File: config.mk
export PLATFORM = sky130hd
export DESIGN_NAME = rf_psum_bank_flat
export DESIGN_NICKNAME = d
export VERILOG_FILES = /design/src/rtl/rf_psum_bank_if.sv /design/src/rtl/rf_psum_bank.sv /design/src/flat_wrapper.sv
export SDC_FILE = /design/constraint.sdc
export NUM_CORES = 1
export LEC_CHECK = 0
export CAP_MARGIN = 20
export CORE_UTILIZATION = 40
export CTS_BUF_LIST = sky130_fd_sc_hd__clkbuf_4 sky130_fd_sc_hd__clkbuf_8
export CTS_CLUSTER_DIAMETER = 100
export CTS_CLUSTER_SIZE = 10
export DETAILED_ROUTE_END_ITERATION = 6
export GPL_TIMING_DRIVEN = 0
export PLACE_DENSITY_LB_ADDON = 0.1
export SETUP_SLACK_MARGIN = 0.3
export SLEW_MARGIN = 20
export SYNTH_ARGS = -nofsm -noshare
export SYNTH_HDL_FRONTEND = slang
export SYNTH_SLANG_ARGS = --single-unit
File: constraint.sdc
create_clock -name clk -period 2.4 [get_ports clk]
set_input_delay 0.48 -clock clk [delete_from_list [all_inputs] [get_ports clk]]
set_output_delay 0.48 -clock clk [all_outputs]
set_load 0.005 [all_outputs]
File: src/rtl/rf_psum_bank_if.sv
// Drain stream from a PE's partial-sum bank to the global buffer.
// The bank drives the word and its tags; the buffer side answers with ready.
interface rf_psum_bank_if #(
    parameter int OUT_BITWIDTH       = 16,
    parameter int PSUM_ADDR_BITWIDTH = 2
);
    logic                          drain_valid;
    logic                          drain_ready;
    logic [OUT_BITWIDTH-1:0]       drain_data;
    logic [PSUM_ADDR_BITWIDTH-1:0] drain_addr;
    logic                          drain_last;

    modport master (
        output drain_valid,
        output drain_data,
        output drain_addr,
        output drain_last,
        input  drain_ready
    );

    modport slave (
        input  drain_valid,
        input  drain_data,
        input  drain_addr,
        input  drain_last,
        output drain_ready
    );
endinterface

File: src/rtl/rf_psum_bank.sv
// Partial-sum register file behind a MAC: stores tagged results, feeds them back
// on sum_out, and streams the whole bank out over a valid/ready drain port.
//
// state    | meaning
// ---------+-------------------------------------------------------------
// ST_IDLE  | accepts MAC writes and clear; drain_start launches a drain
// ST_DRAIN | presents mem[idx] on the drain port; MAC writes are dropped
module rf_psum_bank #(
    parameter int OUT_BITWIDTH       = 16,
    parameter int PSUM_ADDR_BITWIDTH = 2,
    parameter bit CLEAR_ON_DRAIN     = 1'b1
) (
    input  logic                          clk,
    input  logic                          rst_n,
    input  logic                          mac_out_en,
    input  logic [PSUM_ADDR_BITWIDTH-1:0] mac_write_addr,
    input  logic [OUT_BITWIDTH-1:0]       mac_out,
    input  logic [PSUM_ADDR_BITWIDTH-1:0] psum_read_addr,
    output logic [OUT_BITWIDTH-1:0]       sum_out,
    input  logic                          clear,
    input  logic                          drain_start,
    output logic                          busy,
    output logic                          wr_drop,
    rf_psum_bank_if.master                drain
);

    localparam int DEPTH = 1 << PSUM_ADDR_BITWIDTH;

    typedef enum logic {
        ST_IDLE,
        ST_DRAIN
    } state_t;

    state_t                          state;
    logic [PSUM_ADDR_BITWIDTH-1:0]   idx;
    logic [OUT_BITWIDTH-1:0]         mem [DEPTH];

    logic idle_write;
    logic idx_last;

    assign idle_write = (state == ST_IDLE) && mac_out_en && !clear;
    assign idx_last   = &idx;

    always_ff @(posedge clk or negedge rst_n) begin
        if (!rst_n) begin
            state   <= ST_IDLE;
            idx     <= '0;
            wr_drop <= 1'b0;
            for (int i = 0; i < DEPTH; i++) begin
                mem[i] <= '0;
            end
        end else begin
            wr_drop <= 1'b0;
            case (state)
                ST_IDLE: begin
                    // clear takes priority over a same-cycle MAC write
                    if (clear) begin
                        for (int i = 0; i < DEPTH; i++) begin
                            mem[i] <= '0;
                        end
                        wr_drop <= mac_out_en;
                    end else if (mac_out_en) begin
                        mem[mac_write_addr] <= mac_out;
                    end
                    if (drain_start) begin
                        state <= ST_DRAIN;
                        idx   <= '0;
                    end
                end
                ST_DRAIN: begin
                    wr_drop <= mac_out_en;
                    if (drain.drain_ready) begin
                        if (CLEAR_ON_DRAIN) begin
                            mem[idx] <= '0;
                        end
                        idx <= idx + PSUM_ADDR_BITWIDTH'(1);
                        if (idx_last) begin
                            state <= ST_IDLE;
                        end
                    end
                end
            endcase
        end
    end

    assign busy              = (state == ST_DRAIN);
    assign drain.drain_valid = (state == ST_DRAIN);
    assign drain.drain_addr  = idx;
    assign drain.drain_data  = mem[idx];
    assign drain.drain_last  = (state == ST_DRAIN) && idx_last;

    // Write-first bypass lets the MAC see its own result within the write cycle
    assign sum_out = (idle_write && (mac_write_addr == psum_read_addr)) ? mac_out
                                                                        : mem[psum_read_addr];

endmodule

File: src/flat_wrapper.sv
// flat-port wrapper written by rule: the top's interface ports become plain ports
module rf_psum_bank_flat 
#(
    parameter int OUT_BITWIDTH       = 16,
    parameter int PSUM_ADDR_BITWIDTH = 2,
    parameter bit CLEAR_ON_DRAIN     = 1'b1
)
  (clk, rst_n, mac_out_en, mac_write_addr, mac_out, psum_read_addr, sum_out, clear, drain_start, busy, wr_drop, drain_drain_valid, drain_drain_data, drain_drain_addr, drain_drain_last, drain_drain_ready);
  rf_psum_bank_if #(.OUT_BITWIDTH(OUT_BITWIDTH), .PSUM_ADDR_BITWIDTH(PSUM_ADDR_BITWIDTH)) drain_i ();
  input  logic clk;
  input  logic rst_n;
  input  logic mac_out_en;
  input  logic [PSUM_ADDR_BITWIDTH-1:0] mac_write_addr;
  input  logic [OUT_BITWIDTH-1:0] mac_out;
  input  logic [PSUM_ADDR_BITWIDTH-1:0] psum_read_addr;
  output logic [OUT_BITWIDTH-1:0] sum_out;
  input  logic clear;
  input  logic drain_start;
  output logic busy;
  output logic wr_drop;
  output wire logic [$bits(drain_i.drain_valid)-1:0] drain_drain_valid;
  output wire logic [$bits(drain_i.drain_data)-1:0] drain_drain_data;
  output wire logic [$bits(drain_i.drain_addr)-1:0] drain_drain_addr;
  output wire logic [$bits(drain_i.drain_last)-1:0] drain_drain_last;
  input wire logic [$bits(drain_i.drain_ready)-1:0] drain_drain_ready;
  assign drain_drain_valid = drain_i.drain_valid;
  assign drain_drain_data = drain_i.drain_data;
  assign drain_drain_addr = drain_i.drain_addr;
  assign drain_drain_last = drain_i.drain_last;
  assign drain_i.drain_ready = drain_drain_ready;
  rf_psum_bank #(.OUT_BITWIDTH(OUT_BITWIDTH), .PSUM_ADDR_BITWIDTH(PSUM_ADDR_BITWIDTH), .CLEAR_ON_DRAIN(CLEAR_ON_DRAIN)) u_core (.clk(clk), .rst_n(rst_n), .mac_out_en(mac_out_en), .mac_write_addr(mac_write_addr), .mac_out(mac_out), .psum_read_addr(psum_read_addr), .sum_out(sum_out), .clear(clear), .drain_start(drain_start), .busy(busy), .wr_drop(wr_drop), .drain(drain_i));
endmodule
======== After elaboration in Yosys (flattened, before gate mapping) ========
Index checks and enable logic that the tools add are counted.
operators by class
  add/sub/neg operators ................... 1
  order comparisons ....................... 5
  equal/unequal tests ..................... 4
  muxes and demuxes ....................... 25
  bitwise operators ....................... 6
  reduce and logical (&&, ||, !) cells .... 10
operator list
  operator                                                    count
  2-to-1 mux 64 bit                                           3
  case mux 64 bit (2 select lines)                            1
  2-to-1 mux 16 bit                                           7
  bitwise AND 64 bit                                          1
  binary-select mux 16 bit (select 2 bit)                     2
  bitwise mux 64 bit                                          1
  demux 16 bit (select 2 bit)                                 2
  inverter 64 bit                                             1
  greater-or-equal comparator 3 bit, second input constant    3
  inverter 2 -> 3 bit                                         3
  logical AND 1 bit                                           6
  less-than comparator 3 x 1 -> 1 bit, second input constant  2
  AND reduction 2 bit                                         3
  2-to-1 mux 1 bit                                            4
  2-to-1 mux 2 bit                                            2
  != test 2 bit, second input constant                        2
  case mux 1 bit (2 select lines)                             2
  case mux 2 bit (2 select lines)                             1
  != test 3 bit, second input constant                        1
  adder 2 x 1 -> 2 bit, second input constant                 1
  equality test 2 bit                                         1
  logical NOT 1 bit                                           1
  inverter 1 bit                                              1
storage, ports and cells
  flip-flop bits (word level) ............. 68
  input bits .............................. 26

======== Longest topological paths before layout ========
  depth in word-level cells ............... 9
  gate-level depth with buffers ........... 8
  gate-level depth less buffers ........... 5

======== Worst setup path before layout ========
No wires, ideal clock.
  path type ............................... input to output
  start ................................... in psum_read_addr[0]
  end ..................................... out sum_out[10]
  arrival time ............................ 1.805 ns
  setup slack ............................. 0.115 ns
  stages .................................. 4
  path through ............................ buf_2 > buf_2 > mux4_2 > mux2_2
on the way
  cells in the longest elaborated chain, start to end .. 5
  elaborated cells on any way between the ends .. 7
  those cells by class .................... eq/ne (1); mux (4); bitwise (1); reduce/logical (1)
RTL lines
  what                                                  RTL line            RTL
  start, declared                                       flat_wrapper.sv:15  input logic [PSUM_ADDR_BITWIDTH-1:0] psum_read_addr;
  inverter 2 -> 3 bit (not written as such)             rf_psum_bank.sv:94  : mem[psum_read_addr];
  binary-select mux 16 bit (select 2 bit)               rf_psum_bank.sv:94
  2-to-1 mux 16 bit (not written as such) (2 in a row)  rf_psum_bank.sv:94
  2-to-1 mux 16 bit *                                   rf_psum_bank.sv:93  assign sum_out = (idle_write && (mac_write_addr == psum_read_addr)) ? mac_out
  end, declared                                         flat_wrapper.sv:16  output logic [OUT_BITWIDTH-1:0] sum_out;
Mark *: on every way between the ends. The rest lies on a longest branch, timed or not. The select of a mux whose other input is x is not followed.

======== Worst setup path after layout ========
  start ................................... reg u_core.state (netlist: u_core.busy)
  end ..................................... out sum_out[11]
on the way
  cells in the longest elaborated chain, start to end .. 5
RTL lines
  what                            RTL line            RTL
  start, declared                 rf_psum_bank.sv:34  state_t state;
  start signal, assigned          rf_psum_bank.sv:46  state <= ST_IDLE;
  start signal, assigned          rf_psum_bank.sv:66  state <= ST_DRAIN;
  start signal, assigned          rf_psum_bank.sv:78  state <= ST_IDLE;
  inverter 1 bit                  --
  logical AND 1 bit (2 in a row)  rf_psum_bank.sv:41  assign idle_write = (state == ST_IDLE) && mac_out_en && !clear;
  logical AND 1 bit               rf_psum_bank.sv:93
  2-to-1 mux 16 bit               rf_psum_bank.sv:93
Every way passes these cells.

==> impl_metrics.py <==
metrics = {
    "setup_path": {
        "critPathKind": "flip-flop to output pin",
        "critical_path.max_fanout": 4,
        "reg2reg_depth": 9,
        "end_kind": "output pin",
        "crit_required_ns": 1.92,
        "startpoint_type": "flip-flop",
        "crit_arrival_ns": 1.80,
    },
    "floorplanning": {
        "start_util_pct": 42.1,
        "die_area_mm2": 0.00970,
        "die_h_um": 98.5,
        "core_mm2": 0.00885,
        "io_pins": 64,
        "die_w_um": 98.5,
        "rows": 34,
    },
    "synthesis": {
        "synth-seq-area-share_pct": 45.7,
        "synth_cells": 248,
        "synth_top_area_cell": "dfrtp_1",
        "synth_top_area_share_pct": 45.7,
        "avgSynthCellArea_um2": 15.0,
        "yosys_warnings": 0,
        "ys_ff_latch": 68,
        "yosys-top-cells-area": "dfrtp_1, mux4_2, a32o_1, mux2_2, buf_2",
        "ys_types": 31,
        "syn_nets": 278,
        "syn-cell-area_mm2": 0.00372,
    },
    "power": {
        "pwr-share-comb_pct": 47.9,
        "p_switching_mw": 1.59,
        "p_sw_share_pct": 36.0,
        "finalPower_mw": 4.41,
        "seqPwrFrac_pct": 32.4,
        "p_leak_nw": 2.27,
        "peakVddDrop_uv": 390,
        "p_per_area_mw_per_mm2": 866,
        "internal-power_mw": 2.82,
        "clockPowerShare_pct": 19.7,
    },
    "timing": {
        "min_period_over_period_pct": 94.9,
        "setup_violations": 0,
        "finalMaxSlewViolations": 0,
        "fmax_mhz": 439,
        "whs_ns": 0.0239,
        "hold_violations": 0,
        "skew_ns": 0.00474,
        "rsz0062_at_grt": "yes",
        "worst_slack_ns": 0.122,
        "slew_headroom_pct": 48.4,
        "layout_min_cycle_time_ns": 2.28,
        "tightest_slew_ns": 0.772,
        "final.setup.tns_ns": 0,
    },
    "layout": {
        "regArea_mm2": 0.00170,
        "num_antenna_cells": 0,
        "multi_input_area_mm2": 0.00191,
        "drive_gt1_share_pct": 46.8,
        "fin_area_mm2": 0.00509,
        "fill_cells": 740,
        "syn2layout_area_growth_pct": 36.6,
        "final_nets": 380,
    },
    "detailed_routing": {
        "first_pass_iters": 7,
        "dr.first_iter.drc_count": 165,
        "detail-route-antenna-nets": 0,
        "drc": 1,
        "vias_per_cell": 6.38,
        "wire_per_inst_um": 23.7,
        "totalWireLength_mm": 11.0,
        "route.vias.total": 2954,
    },
    "cts": {
        "cts_made_buffers": 9,
        "clk_path_buf_depth": 2,
        "htreeDepth": 3,
        "cts_sinks": 68,
        "root_buffer": "clkbuf_8",
        "clkLatencyLatePin_ns": 0.35,
        "cts_tree": "yes",
        "clk_pin_slew_worst_paths_ns": 0.07,
    },
    "job": {
        "cap_violations": 0,
    },
    "global_routing": {
        "grt_pass1_vias": 3007,
        "grt_pass1_wl_mm": 17.3,
        "grt_overflow": 0,
        "grt_use_total_pct": 24.0,
        "antenna_found_initial": 0,
        "grt_start_max_net_pins": 50,
    },
    "hold_path": {
        "hold_class": "input port to asynchronous set/reset pin",
    },
    "run_status": {
        "violations": "DRC",
        "status": "complete, but fails checks",
    },
    "placed_design": {
        "dpl_cell_area_mm2": 0.00447,
        "gp_congestion": 0.764,
        "preCtsSetupSlack_ns": -0.730,
        "hpwlAfterDp_mm": 6.72,
        "io_buffers": 58,
    },
}
repair_timing:
| action | in CTS | in global routing |
|---|---|---|
| pin swaps | 2 | 0 |
| endpoints found under the hold margin | 0 | 0 |
| setup buffers | 19 | 9 |
| endpoints found under the setup margin | 82 | 42 |
| cloned | 3 | 1 |
| hold buffers | 0 | 0 |
| resized for setup | 156 | 31 |
kinds of logic (layout without fill, tap and decap cells):
logic type | count (synthesis) | in the layout | synth area share, %
xor gates and xnor gates | 3 | 3 | 0.706
muxes | 49 | 49 | 24.5
and+or+nand+nor | 22 | 22 | 4.94
adders and majority gates | 4 | 4 | 1.34
buffers and inverters | 31 | 138 | 4.10
DFF | 68 | 68 | 45.7
AOI/OAI and AO/OA | 71 | 71 | 18.7
worst paths after layout:
path / from / end / slack, ns
max in group asynchronous: rst_n / u_core.mem[40] / 1.83
hold reg to reg: u_core.mem[28] / u_core.mem[28] / 0.51
setup / recovery: u_core.busy / sum_out[11] / 0.12
min in group clk: drain_drain_ready / u_core.busy / 0.46
hold / removal: rst_n / u_core.mem[50] / 0.02
setup reg to reg: u_core.drain.drain_addr[0] / u_core.mem[28] / 0.29
routing by layer:
layer,up-vias,wire (µm),share of wire [%],global-route usage (%)
li1,1268,-,-,-
met2,109,5480,50,38.3
met3,15,750,6.8,3.48
met4,0,139,1.3,7.69
met5,-,0,0,0
met1,1562,4630,42,34.1
registers in the layout, indices dropped and copies added, names as in the netlist:
name,count
u_core.drain.drain_addr,2
u_core.mem,64
u_core.busy,1
u_core.wr_drop,1
synth_stat cells:
| library cell | n |
|---|---|
| dfrtp_1 | 68 |
| a32o_1 | 64 |
| mux4_2 | 32 |
| mux2_2 | 17 |
| buf_2 | 14 |
| clkbuf_1 | 8 |
| nand2_1 | 7 |
| ha_1 | 4 |
| a22o_1 | 3 |
| buf_1 | 3 |
| buf_4 | 3 |
| inv_1 | 2 |
| nand3b_1 | 2 |
| nor3_2 | 2 |
| o31ai_1 | 2 |
| xnor2_1 | 2 |
| a22o_2 | 1 |
| a31oi_1 | 1 |
| and2_1 | 1 |
| buf_6 | 1 |
| nand3_1 | 1 |
| nand4_2 | 1 |
| nor2_1 | 1 |
| nor2_2 | 1 |
| nor2b_1 | 1 |
| nor2b_4 | 1 |
| nor4_4 | 1 |
| nor4b_2 | 1 |
| nor4b_4 | 1 |
| or3b_1 | 1 |
| xor2_1 | 1 |
layout make-up:
type	instances	area share, %
repair buffers	91	17.6
clock inverters	5	0.541
plain buffers	29	5.26
flip-flops and latches	68	33.5
well taps	108	2.66
clock buffers	11	2.85
multi-input cells	149	37.5
inverters	2	0.148
power by group through the flow:
| stage | combinational (mW) | clock [mW] | sequential, mW |
|---|---|---|---|
| 2_1_floorplan | 0.992 | 0 | 1.42 |
| 3_3_place_gp | 1.64 | 0 | 1.44 |
| 3_5_place_dp | 1.64 | 0 | 1.45 |
| 4_1_cts | 1.98 | 0.876 | 1.42 |
| 5_1_grt | 2.25 | 0.937 | 1.45 |
| 6_report | 2.11 | 0.867 | 1.43 |
metrics by stage:
step / util [%] / std cells
after floorplan: - / 248
after global placement: 50.3 / 414
after detailed placement: 50.6 / 415
after CTS: 56.0 / 453
after global routing: 57.5 / 463
final: 57.5 / 463
layout by cell type (no fill, tap or decap), types with 2 or more instances in the layout:
master	count
dfrtp_1	67
buf_2	23
a22o_2	2
a22o_1	2
xnor2_2	2
buf_8	3
mux2_2	15
buf_16	4
mux4_2	32
buf_4	22
buf_6	15
clkbuf_1	4
ha_1	4
nand2_1	7
nand3b_1	2
clkdlybuf4s15_1	2
o31ai_1	2
clkinv_2	4
clkdlybuf4s50_1	22
clkbuf_8	12
inv_1	2
mux2_4	2
a32o_1	64
clkbuf_2	9
buf_12	8
clkbuf_16	2
nor3_2	2
buf_1	3
critical path, cell delays in order, from the launching register on:
cell and delay, ns:
dfrtp_2 0.43, nor2_4 0.12, nand4_4 0.18, buf_12 0.19, buf_8 0.12, mux2_4 0.30, buf_6 0.12
Power figures use the tool's default switching activity.
